$ cat config.mk
export PLATFORM = sky130hd
export DESIGN_NAME = cl_capture_ctrl
export DESIGN_NICKNAME = d
export VERILOG_FILES = /design/src/rtl/cl_pkg.sv /design/src/rtl/cl_msg_arb.sv /design/src/rtl/cl_capture_ctrl.sv
export SDC_FILE = /design/constraint.sdc
export NUM_CORES = 1
export LEC_CHECK = 0
export CAP_MARGIN = 20
export CORE_MARGIN = 1.5
export CORE_UTILIZATION = 43
export CTS_CLUSTER_SIZE = 8
export DETAILED_ROUTE_END_ITERATION = 12
export GPL_TIMING_DRIVEN = 0
export HOLD_SLACK_MARGIN = 0.06
export PLACE_DENSITY = 0.78
export SYNTH_ARGS = -nofsm -noshare
export SYNTH_HDL_FRONTEND = slang
export SYNTH_HIERARCHICAL = 1
export SYNTH_SLANG_ARGS = --single-unit
$ cat constraint.sdc
create_clock -name bus_clk -period 2.05 [get_ports bus_clk]
set_clock_uncertainty 0.1 [all_clocks]
set_input_delay 0.3075 -clock bus_clk [delete_from_list [all_inputs] [get_ports bus_clk]]
set_output_delay 0.3075 -clock bus_clk [all_outputs]
set_load 0.05 [all_outputs]
$ cat src/rtl/cl_pkg.sv
// -----------------------------------------------------------------------------
// cl_pkg
//
// Shared definitions for the Camera Link capture sequencer:
//   - frame-count field width and the derived opcode width of a PC command
//   - PC command opcodes and status-word result codes
//   - the sequencer state encoding
//   - a packed view of a PC command word and the status-word pack helper
// -----------------------------------------------------------------------------
package cl_pkg;

    // Width of the frame-count field carried in commands and status words.
    localparam int N_FRAME_SIZE = 20;

    // Everything above the frame-count field is the opcode.
    localparam int OPC_W = 32 - N_FRAME_SIZE;

    // PC command opcodes.
    localparam logic [OPC_W-1:0] OPC_CAPTURE     = OPC_W'(1);
    localparam logic [OPC_W-1:0] OPC_ABORT       = OPC_W'(2);
    localparam logic [OPC_W-1:0] OPC_STATUS      = OPC_W'(3);
    localparam logic [OPC_W-1:0] OPC_SET_TIMEOUT = OPC_W'(4);

    // Result codes carried in the status word.
    localparam logic [3:0] CODE_DONE         = 4'd1;
    localparam logic [3:0] CODE_TIMEOUT      = 4'd2;
    localparam logic [3:0] CODE_ABORTED      = 4'd3;
    localparam logic [3:0] CODE_STATUS_REPLY = 4'd4;
    localparam logic [3:0] CODE_BAD_CMD      = 4'd5;

    // Marker nibble in the top of every status word, so the PC can tell
    // status words apart from captured data on the shared channel.
    localparam logic [3:0] STATUS_TAG = 4'hF;

    // Sequencer states.
    typedef enum logic [1:0] {
        ST_IDLE   = 2'd0,
        ST_ISSUE  = 2'd1,
        ST_RUN    = 2'd2,
        ST_REPORT = 2'd3
    } cl_state_e;

    // Field view of a PC command word.
    typedef struct packed {
        logic [OPC_W-1:0]        opcode;
        logic [N_FRAME_SIZE-1:0] arg;
    } cl_cmd_t;

    // Status word layout: {tag, code, seq, n_frame}.
    function automatic logic [31:0] cl_pack_status(
        input logic [3:0]              code,
        input logic [3:0]              seq,
        input logic [N_FRAME_SIZE-1:0] n_frame
    );
        return {STATUS_TAG, code, seq, n_frame};
    endfunction

endpackage

$ cat src/rtl/cl_msg_arb.sv
// -----------------------------------------------------------------------------
// cl_msg_arb
//
// 2:1 arbiter for the single outbound FPGA message channel. While a status
// word is pending it owns the channel and the captured-data stream is held
// off; otherwise captured data flows straight through whenever the outbound
// FIFO has room.
//
// Handshake: a data word transfers on a clock edge where data_valid and
// data_ready are both high; data_ready never depends on data_valid. The
// outbound FIFO is written on every edge where fpga_msg_valid is high.
//
// Ports:
//   status_sel     in  1  status word pending (owns the channel)
//   status_word    in  32 status word to emit
//   data_msg       in  32 captured data word
//   data_valid     in  1  captured data word available
//   data_ready     out 1  captured data word accepted this cycle
//   fpga_msg_full  in  1  outbound FIFO full
//   fpga_msg       out 32 outbound word (zero when nothing is written)
//   fpga_msg_valid out 1  outbound write strobe
// -----------------------------------------------------------------------------
module cl_msg_arb (
    input  logic        status_sel,
    input  logic [31:0] status_word,
    input  logic [31:0] data_msg,
    input  logic        data_valid,
    output logic        data_ready,
    input  logic        fpga_msg_full,
    output logic [31:0] fpga_msg,
    output logic        fpga_msg_valid
);

    always_comb begin
        data_ready     = 1'b0;
        fpga_msg_valid = 1'b0;
        fpga_msg       = '0;
        if (status_sel) begin
            fpga_msg_valid = !fpga_msg_full;
            if (!fpga_msg_full) begin
                fpga_msg = status_word;
            end
        end else begin
            data_ready     = !fpga_msg_full;
            fpga_msg_valid = data_valid && !fpga_msg_full;
            // The bus shows zero whenever nothing is being written, which
            // keeps the outbound word quiet during reset and stalls.
            if (data_valid && !fpga_msg_full) begin
                fpga_msg = data_msg;
            end
        end
    end

endmodule

$ cat src/rtl/cl_capture_ctrl.sv
// -----------------------------------------------------------------------------
// cl_capture_ctrl
//
// Bus-side sequencer for the Camera Link capture path. Decodes PC command
// words, hands arm commands to the capture block, supervises each capture
// with a timeout and an abort, and reports the outcome as a status word on
// the outbound FPGA message channel, which it shares with captured data.
//
// Handshakes:
//   - PC command: pc_msg is consumed on the edge where pc_msg_ack is high.
//     The ack is registered, so it rises the cycle after pc_msg_pending is
//     sampled, and pending is only sampled while the ack is low, so one word
//     is never decoded twice.
//   - Capture arm: cap_cmd transfers on an edge where cap_cmd_valid and
//     cap_cmd_ack are both high; cap_cmd_valid drops the following cycle.
//   - Data stream: data_msg transfers on an edge with data_valid and
//     data_ready high (see cl_msg_arb).
//
// Ports:
//   bus_clk        in  1  sole clock
//   reset          in  1  synchronous, active-high
//   pc_msg_pending in  1  PC command word available
//   pc_msg         in  32 PC command word {opcode, argument}
//   pc_msg_ack     out 1  one-cycle pulse consuming pc_msg
//   cap_cmd_valid  out 1  arm request to the capture block
//   cap_cmd        out 32 arm word {12'h001, n_frame}, zero when idle
//   cap_cmd_ack    in  1  capture block accepted cap_cmd
//   cap_done       in  1  one-cycle pulse, capture finished
//   cap_abort      out 1  one-cycle pulse, capture block returns to standby
//   data_msg       in  32 captured data word
//   data_valid     in  1  captured data word available
//   data_ready     out 1  captured data word accepted
//   fpga_msg_full  in  1  outbound FIFO full
//   fpga_msg       out 32 outbound word
//   fpga_msg_valid out 1  outbound write strobe
//   busy           out 1  high in every state except IDLE
//   dbg_state      out 2  current sequencer state
// -----------------------------------------------------------------------------
module cl_capture_ctrl
    import cl_pkg::*;
#(
    parameter int                   TIMEOUT_W       = 24,
    parameter logic [TIMEOUT_W-1:0] TIMEOUT_DEFAULT = 24'hFF_FFFF
) (
    input  logic        bus_clk,
    input  logic        reset,
    input  logic        pc_msg_pending,
    input  logic [31:0] pc_msg,
    output logic        pc_msg_ack,
    output logic        cap_cmd_valid,
    output logic [31:0] cap_cmd,
    input  logic        cap_cmd_ack,
    input  logic        cap_done,
    output logic        cap_abort,
    input  logic [31:0] data_msg,
    input  logic        data_valid,
    output logic        data_ready,
    input  logic        fpga_msg_full,
    output logic [31:0] fpga_msg,
    output logic        fpga_msg_valid,
    output logic        busy,
    output cl_state_e   dbg_state
);

    // -------------------------------------------------------------------------
    // State
    // -------------------------------------------------------------------------
    cl_state_e               state_q,   state_d;
    logic                    ack_q,     ack_d;
    logic                    abort_q,   abort_d;
    logic [3:0]              seq_q,     seq_d;
    logic [N_FRAME_SIZE-1:0] n_frame_q, n_frame_d;
    logic [3:0]              code_q,    code_d;
    logic [TIMEOUT_W-1:0]    limit_q,   limit_d;
    logic [TIMEOUT_W-1:0]    cnt_q,     cnt_d;

    // -------------------------------------------------------------------------
    // Command decode
    // -------------------------------------------------------------------------
    cl_cmd_t cmd;
    logic    msg_take;
    logic    abort_req;
    logic    timed_out;

    assign cmd       = cl_cmd_t'(pc_msg);
    // A word still showing while its ack is high is the one being consumed.
    assign msg_take  = pc_msg_pending && !ack_q;
    assign abort_req = msg_take && (cmd.opcode == OPC_ABORT);
    // Compare before the increment so a limit of 0 fires on the first RUN
    // cycle.
    assign timed_out = (cnt_q >= limit_q);

    // -------------------------------------------------------------------------
    // Next-state logic
    // -------------------------------------------------------------------------
    always_comb begin
        state_d   = state_q;
        ack_d     = 1'b0;
        abort_d   = 1'b0;
        seq_d     = seq_q;
        n_frame_d = n_frame_q;
        code_d    = code_q;
        limit_d   = limit_q;
        cnt_d     = cnt_q;

        case (state_q)
            ST_IDLE: begin
                if (msg_take) begin
                    ack_d = 1'b1;
                    case (cmd.opcode)
                        OPC_CAPTURE: begin
                            if (cmd.arg != '0) begin
                                n_frame_d = cmd.arg;
                                seq_d     = seq_q + 4'd1;
                                state_d   = ST_ISSUE;
                            end else begin
                                // A zero-frame capture is refused; the
                                // previous frame count stays reported.
                                code_d  = CODE_BAD_CMD;
                                state_d = ST_REPORT;
                            end
                        end
                        OPC_ABORT: begin
                            // Nothing running: consumed with no effect.
                        end
                        OPC_STATUS: begin
                            code_d  = CODE_STATUS_REPLY;
                            state_d = ST_REPORT;
                        end
                        OPC_SET_TIMEOUT: begin
                            limit_d = TIMEOUT_W'(cmd.arg);
                        end
                        default: begin
                            code_d  = CODE_BAD_CMD;
                            state_d = ST_REPORT;
                        end
                    endcase
                end
            end

            ST_ISSUE: begin
                if (cap_cmd_ack) begin
                    cnt_d   = '0;
                    state_d = ST_RUN;
                end
            end

            ST_RUN: begin
                // Saturating count: a capture that outlives a wrap could
                // otherwise slip past the limit compare.
                if (cnt_q != {TIMEOUT_W{1'b1}}) begin
                    cnt_d = cnt_q + TIMEOUT_W'(1);
                end
                if (cap_done) begin
                    // Completion wins over a coincident timeout or abort:
                    // the capture really finished, and a pending ABORT is
                    // left for IDLE to consume harmlessly.
                    code_d  = CODE_DONE;
                    state_d = ST_REPORT;
                end else if (abort_req) begin
                    // Covers the abort-and-timeout case too: one ack, one
                    // cap_abort pulse, reported as ABORTED.
                    ack_d   = 1'b1;
                    abort_d = 1'b1;
                    code_d  = CODE_ABORTED;
                    state_d = ST_REPORT;
                end else if (timed_out) begin
                    abort_d = 1'b1;
                    code_d  = CODE_TIMEOUT;
                    state_d = ST_REPORT;
                end
            end

            ST_REPORT: begin
                // The arbiter writes the status word on this same cycle
                // whenever the outbound FIFO has room.
                if (!fpga_msg_full) begin
                    state_d = ST_IDLE;
                end
            end

            default: begin
                state_d = ST_IDLE;
            end
        endcase
    end

    // -------------------------------------------------------------------------
    // Registers
    // -------------------------------------------------------------------------
    always_ff @(posedge bus_clk) begin
        if (reset) begin
            state_q   <= ST_IDLE;
            ack_q     <= 1'b0;
            abort_q   <= 1'b0;
            seq_q     <= 4'd0;
            n_frame_q <= '0;
            code_q    <= 4'd0;
            limit_q   <= TIMEOUT_DEFAULT;
            cnt_q     <= '0;
        end else begin
            state_q   <= state_d;
            ack_q     <= ack_d;
            abort_q   <= abort_d;
            seq_q     <= seq_d;
            n_frame_q <= n_frame_d;
            code_q    <= code_d;
            limit_q   <= limit_d;
            cnt_q     <= cnt_d;
        end
    end

    // -------------------------------------------------------------------------
    // Outputs
    // -------------------------------------------------------------------------
    logic        status_sel;
    logic [31:0] status_word;

    assign pc_msg_ack    = ack_q;
    assign cap_abort     = abort_q;
    assign cap_cmd_valid = (state_q == ST_ISSUE);
    assign cap_cmd       = cap_cmd_valid ? {OPC_CAPTURE, n_frame_q} : '0;
    assign busy          = (state_q != ST_IDLE);
    assign dbg_state     = state_q;

    assign status_sel    = (state_q == ST_REPORT);
    assign status_word   = cl_pack_status(code_q, seq_q, n_frame_q);

    cl_msg_arb u_arb (
        .status_sel     (status_sel),
        .status_word    (status_word),
        .data_msg       (data_msg),
        .data_valid     (data_valid),
        .data_ready     (data_ready),
        .fpga_msg_full  (fpga_msg_full),
        .fpga_msg       (fpga_msg),
        .fpga_msg_valid (fpga_msg_valid)
    );

endmodule
==> results of run 1 <==
==> per-layer routing <==
| metal | track usage, % | routed length (um) | vias to the layer above |
|---|---|---|---|
| met4 | 10.9 | 455 | 0 |
| met1 | 30.6 | 6270 | 2248 |
| met2 | 41.8 | 7370 | 226 |
| li1 | - | - | 2243 |
| met5 | 0 | 0 | - |
| met3 | 5.15 | 1170 | 45 |
==> cells by family (layout without fill, tap and decap cells) <==
group                    after synthesis  after routing  synth area share, %
XOR/XNOR                              19             19                 3.63
flip-flops                            76             76                 33.2
adder cells (fa/ha/maj)               31             31                 8.46
buffers and inverters                 72            257                 8.05
multiplexers                          27             27                 6.06
AND/OR/NAND/NOR                      179            179                 20.7
AO/OA/AOI/OAI                        112            112                 19.8
other                                  2             16                0.164
==> report_power, final <==
part           internal (W)  switching (W)
Sequential          0.00153      0.0000628
Clock              0.000457       0.000643
Combinational      0.000898        0.00119
Total               0.00289        0.00190
==> metrics by stage <==
stage	hold slack [ns]	setup TNS, ns	setup slack [ns]
CTS	0.389	-2.90	-0.163
global route	0.173	-5.68	-0.311
floorplan	0.325	-0.00218	-0.00218
global placement	0.375	-52.21	-0.725
finish	0.161	-3.38	-0.260
detailed placement	0.376	-55.75	-0.733
==> repair_timing <==
item / in CTS / in global routing
pin swaps: 18 / 35
cloned: 3 / 2
setup endpoints to repair: 113 / 123
resized for setup: 412 / 132
buffers inserted: 18 / 21
==> worst max path at each step <==
stage                     cells past startpoint           from  slack [ns]      endpoint
after floorplan                               8       cnt_q[0]      -0.002  dbg_state[1]
after global placement                        5  fpga_msg_full       -0.72  fpga_msg[16]
after detailed placement                      5  fpga_msg_full       -0.73  fpga_msg[16]
after CTS                                     8    limit_q[22]       -0.16  dbg_state[1]
after global routing                          8     limit_q[7]       -0.31  dbg_state[1]
final                                        10       cnt_q[0]       -0.26     code_q[0]
==> placed cells by master (no fill, tap or decap), types with 10 or more instances in the layout <==
cell type	n
a211o_1	21
a21oi_1	13
a32o_2	23
and2_1	22
buf_4	56
buf_6	47
clkdlybuf4s50_1	59
conb_1	16
dfxtp_1	57
dfxtp_2	15
dlymetal6s2s_1	12
ha_1	21
inv_1	28
mux2i_1	23
nand2_1	17
nor2_1	72
o21ai_0	10
xor2_1	12
==> cell type report <==
| cell class | count | area share, % |
|---|---|---|
| Clock inverter | 7 | 0.774 |
| Buffer | 36 | 4.01 |
| Tap cell | 136 | 2.34 |
| Sequential cell | 76 | 21.4 |
| Multi-Input combinational cell | 384 | 44.0 |
| Timing Repair Buffer | 172 | 24.0 |
| Clock buffer | 9 | 1.70 |
| Inverter | 33 | 1.82 |
==> critical path, cell delays in order, from the launching register on <==
cell       delay [ns]
dfxtp_4          0.37
inv_2            0.09
ha_4             0.20
nand2b_4         0.14
a2111oi_4        0.30
o31a_1           0.25
o21ai_4          0.10
buf_4            0.14
buf_4            0.12
o31ai_2          0.24
mux2i_1          0.21
==> sequential cells by signal (all words and copies together) (netlist names) <==
| name | cells |
|---|---|
| pc_msg_ack | 1 |
| dbg_state | 2 |
| limit_q | 21 |
| seq_q | 4 |
| n_frame_q | 20 |
| code_q | 3 |
| cnt_q | 24 |
| cap_abort | 1 |
==> flow_summary.json, run 1 <==
{
  "final_max_slew_viol_count": 0,
  "start_util_pct": 44.4,
  "netlist.area_leader.share_pct": 33.2,
  "power_w": 0.00478,
  "diodes": 0,
  "root_buffer": "clkbuf_8",
  "setup_viol": 39,
  "synth_cell_type_count": 60,
  "power.density_nw_per_um2": 658,
  "holdPathEnd": "limit_q[11]",
  "min_period_ns": 2.31,
  "clock_path_buffers": 2,
  "reg2reg_slack_ns": -0.26,
  "dieWidth_um": 106,
  "drv_cap": 0,
  "die-area_sq_um": 11300,
  "numCtsBuffers": 9,
  "grt_max_degree": 16,
  "place_congestion": 0.861,
  "leakagePower_nw": 3.43,
  "status": "complete, but fails checks",
  "r2r_cells": 10,
  "min_path_type": "in -> reg",
  "drc_errors": 0,
  "die_h_um": 106,
  "syn_area_sq_um": 4590,
  "regArea_sq_um": 1560,
  "clock_sink_count": 76,
  "worstMarginPinSlew_ns": 0.708,
  "insertion_delay_ns": 0.36,
  "viasPerCell": 5.58,
  "final_util_pct": 70.4,
  "crit_path_max_fanout": 4,
  "violations": "setup timing",
  "synth_warnings": 6,
  "drt_wl_total_um": 15300,
  "ys.flop_type": "dfxtp_1",
  "synth_edf_count": 0,
  "std_cell_rows": 37,
  "grt_remaining_overflow": 0,
  "yosysSeqAreaShare_pct": 33.2,
  "grt_antenna_before_repair": 0,
  "wl_per_cell_um": 17.9,
  "syn_to_final_growth_pct": 58.6,
  "fin_area_sq_um": 7270,
  "arrival_ns": 2.51,
  "coreArea_sq_um": 10300,
  "yosysTopAreaCell": "dfxtp_1",
  "hold_violations": 0,
  "synthArstFlopShare_pct": 0,
  "synth_common_cells": "76 x dfxtp_1, 73 x nor2_1, 33 x inv_1",
  "crit_required_ns": 2.25,
  "fin_crit_sh_pct": 113,
  "start_kind": "flip-flop",
  "vias": 4762,
  "path_class": "reg -> reg",
  "synthCells": 518,
  "timing.rr.end": "code_q[0]",
  "dp_cells": 799,
  "setup_slack_ns": -0.260,
  "drtIter0Drc": 336,
  "vdd_drop_max_mv": 0.769,
  "yosysMostFrequentCell": "dfxtp_1",
  "post_route_cells_drive_above_1_share_pct": 35.6,
  "grt_pass1_vias": 4590,
  "cts.clk_slew.worst_paths_ns": 0.09,
  "multi_input_area_sq_um": 3200,
  "hold_path_depth": 2,
  "cts.htree.levels": 3,
  "slew_headroom_pct": 52.8,
  "worstSetupEndpointType": "flip-flop",
  "cts_tree": "built",
  "grt_pass1_wl_um": 22300,
  "place_area_sq_um": 6200,
  "r2r_start": "cnt_q[0]",
  "fin_cells": 853,
  "grt_usage_pct": 24.9,
  "min_from": "pc_msg[11]",
  "num_io_pins": 143,
  "io_buffer_count": 131,
  "fillers": 744,
  "fin_nets": 814,
  "ys_ff_latch": 76,
  "drt-pass1-iter-count": 5,
  "ys_top_cells_by_area": "dfxtp_1 33%, ha_1 8.5%, a32o_1 6.1%",
  "final_antenna_net_count": 0,
  "hold_buffers": 0,
  "fmax_mhz": 433,
  "grt_setup_unrepaired": "yes",
  "synth.avg_cell_area_sq_um": 8.85,
  "hpwl_um": 10200
}
Note: power is estimated with default switching activity, not from simulation.
==> run 2: changes to the inputs <==
--- a/config.mk
+++ b/config.mk
@@ -8,7 +8,6 @@
 export CAP_MARGIN = 20
 export CORE_MARGIN = 1.5
 export CORE_UTILIZATION = 43
-export CTS_CLUSTER_SIZE = 8
 export DETAILED_ROUTE_END_ITERATION = 12
 export GPL_TIMING_DRIVEN = 0
 export HOLD_SLACK_MARGIN = 0.06
@@ -17,3 +16,4 @@
 export SYNTH_HDL_FRONTEND = slang
 export SYNTH_HIERARCHICAL = 1
 export SYNTH_SLANG_ARGS = --single-unit
+export TNS_END_PERCENT = 100
==> results of run 2 <==
The final DEF is identical to that of run 1; final timing and power are the same.
==> run 3: changes to the inputs <==
--- a/config.mk
+++ b/config.mk
@@ -9,6 +9,7 @@
 export CORE_MARGIN = 1.5
 export CORE_UTILIZATION = 43
 export DETAILED_ROUTE_END_ITERATION = 12
+export GPL_ROUTABILITY_DRIVEN = 0
 export GPL_TIMING_DRIVEN = 0
 export HOLD_SLACK_MARGIN = 0.06
 export PLACE_DENSITY = 0.78
==> results of run 3 <==
The final DEF is identical to that of run 1; final timing and power are the same.
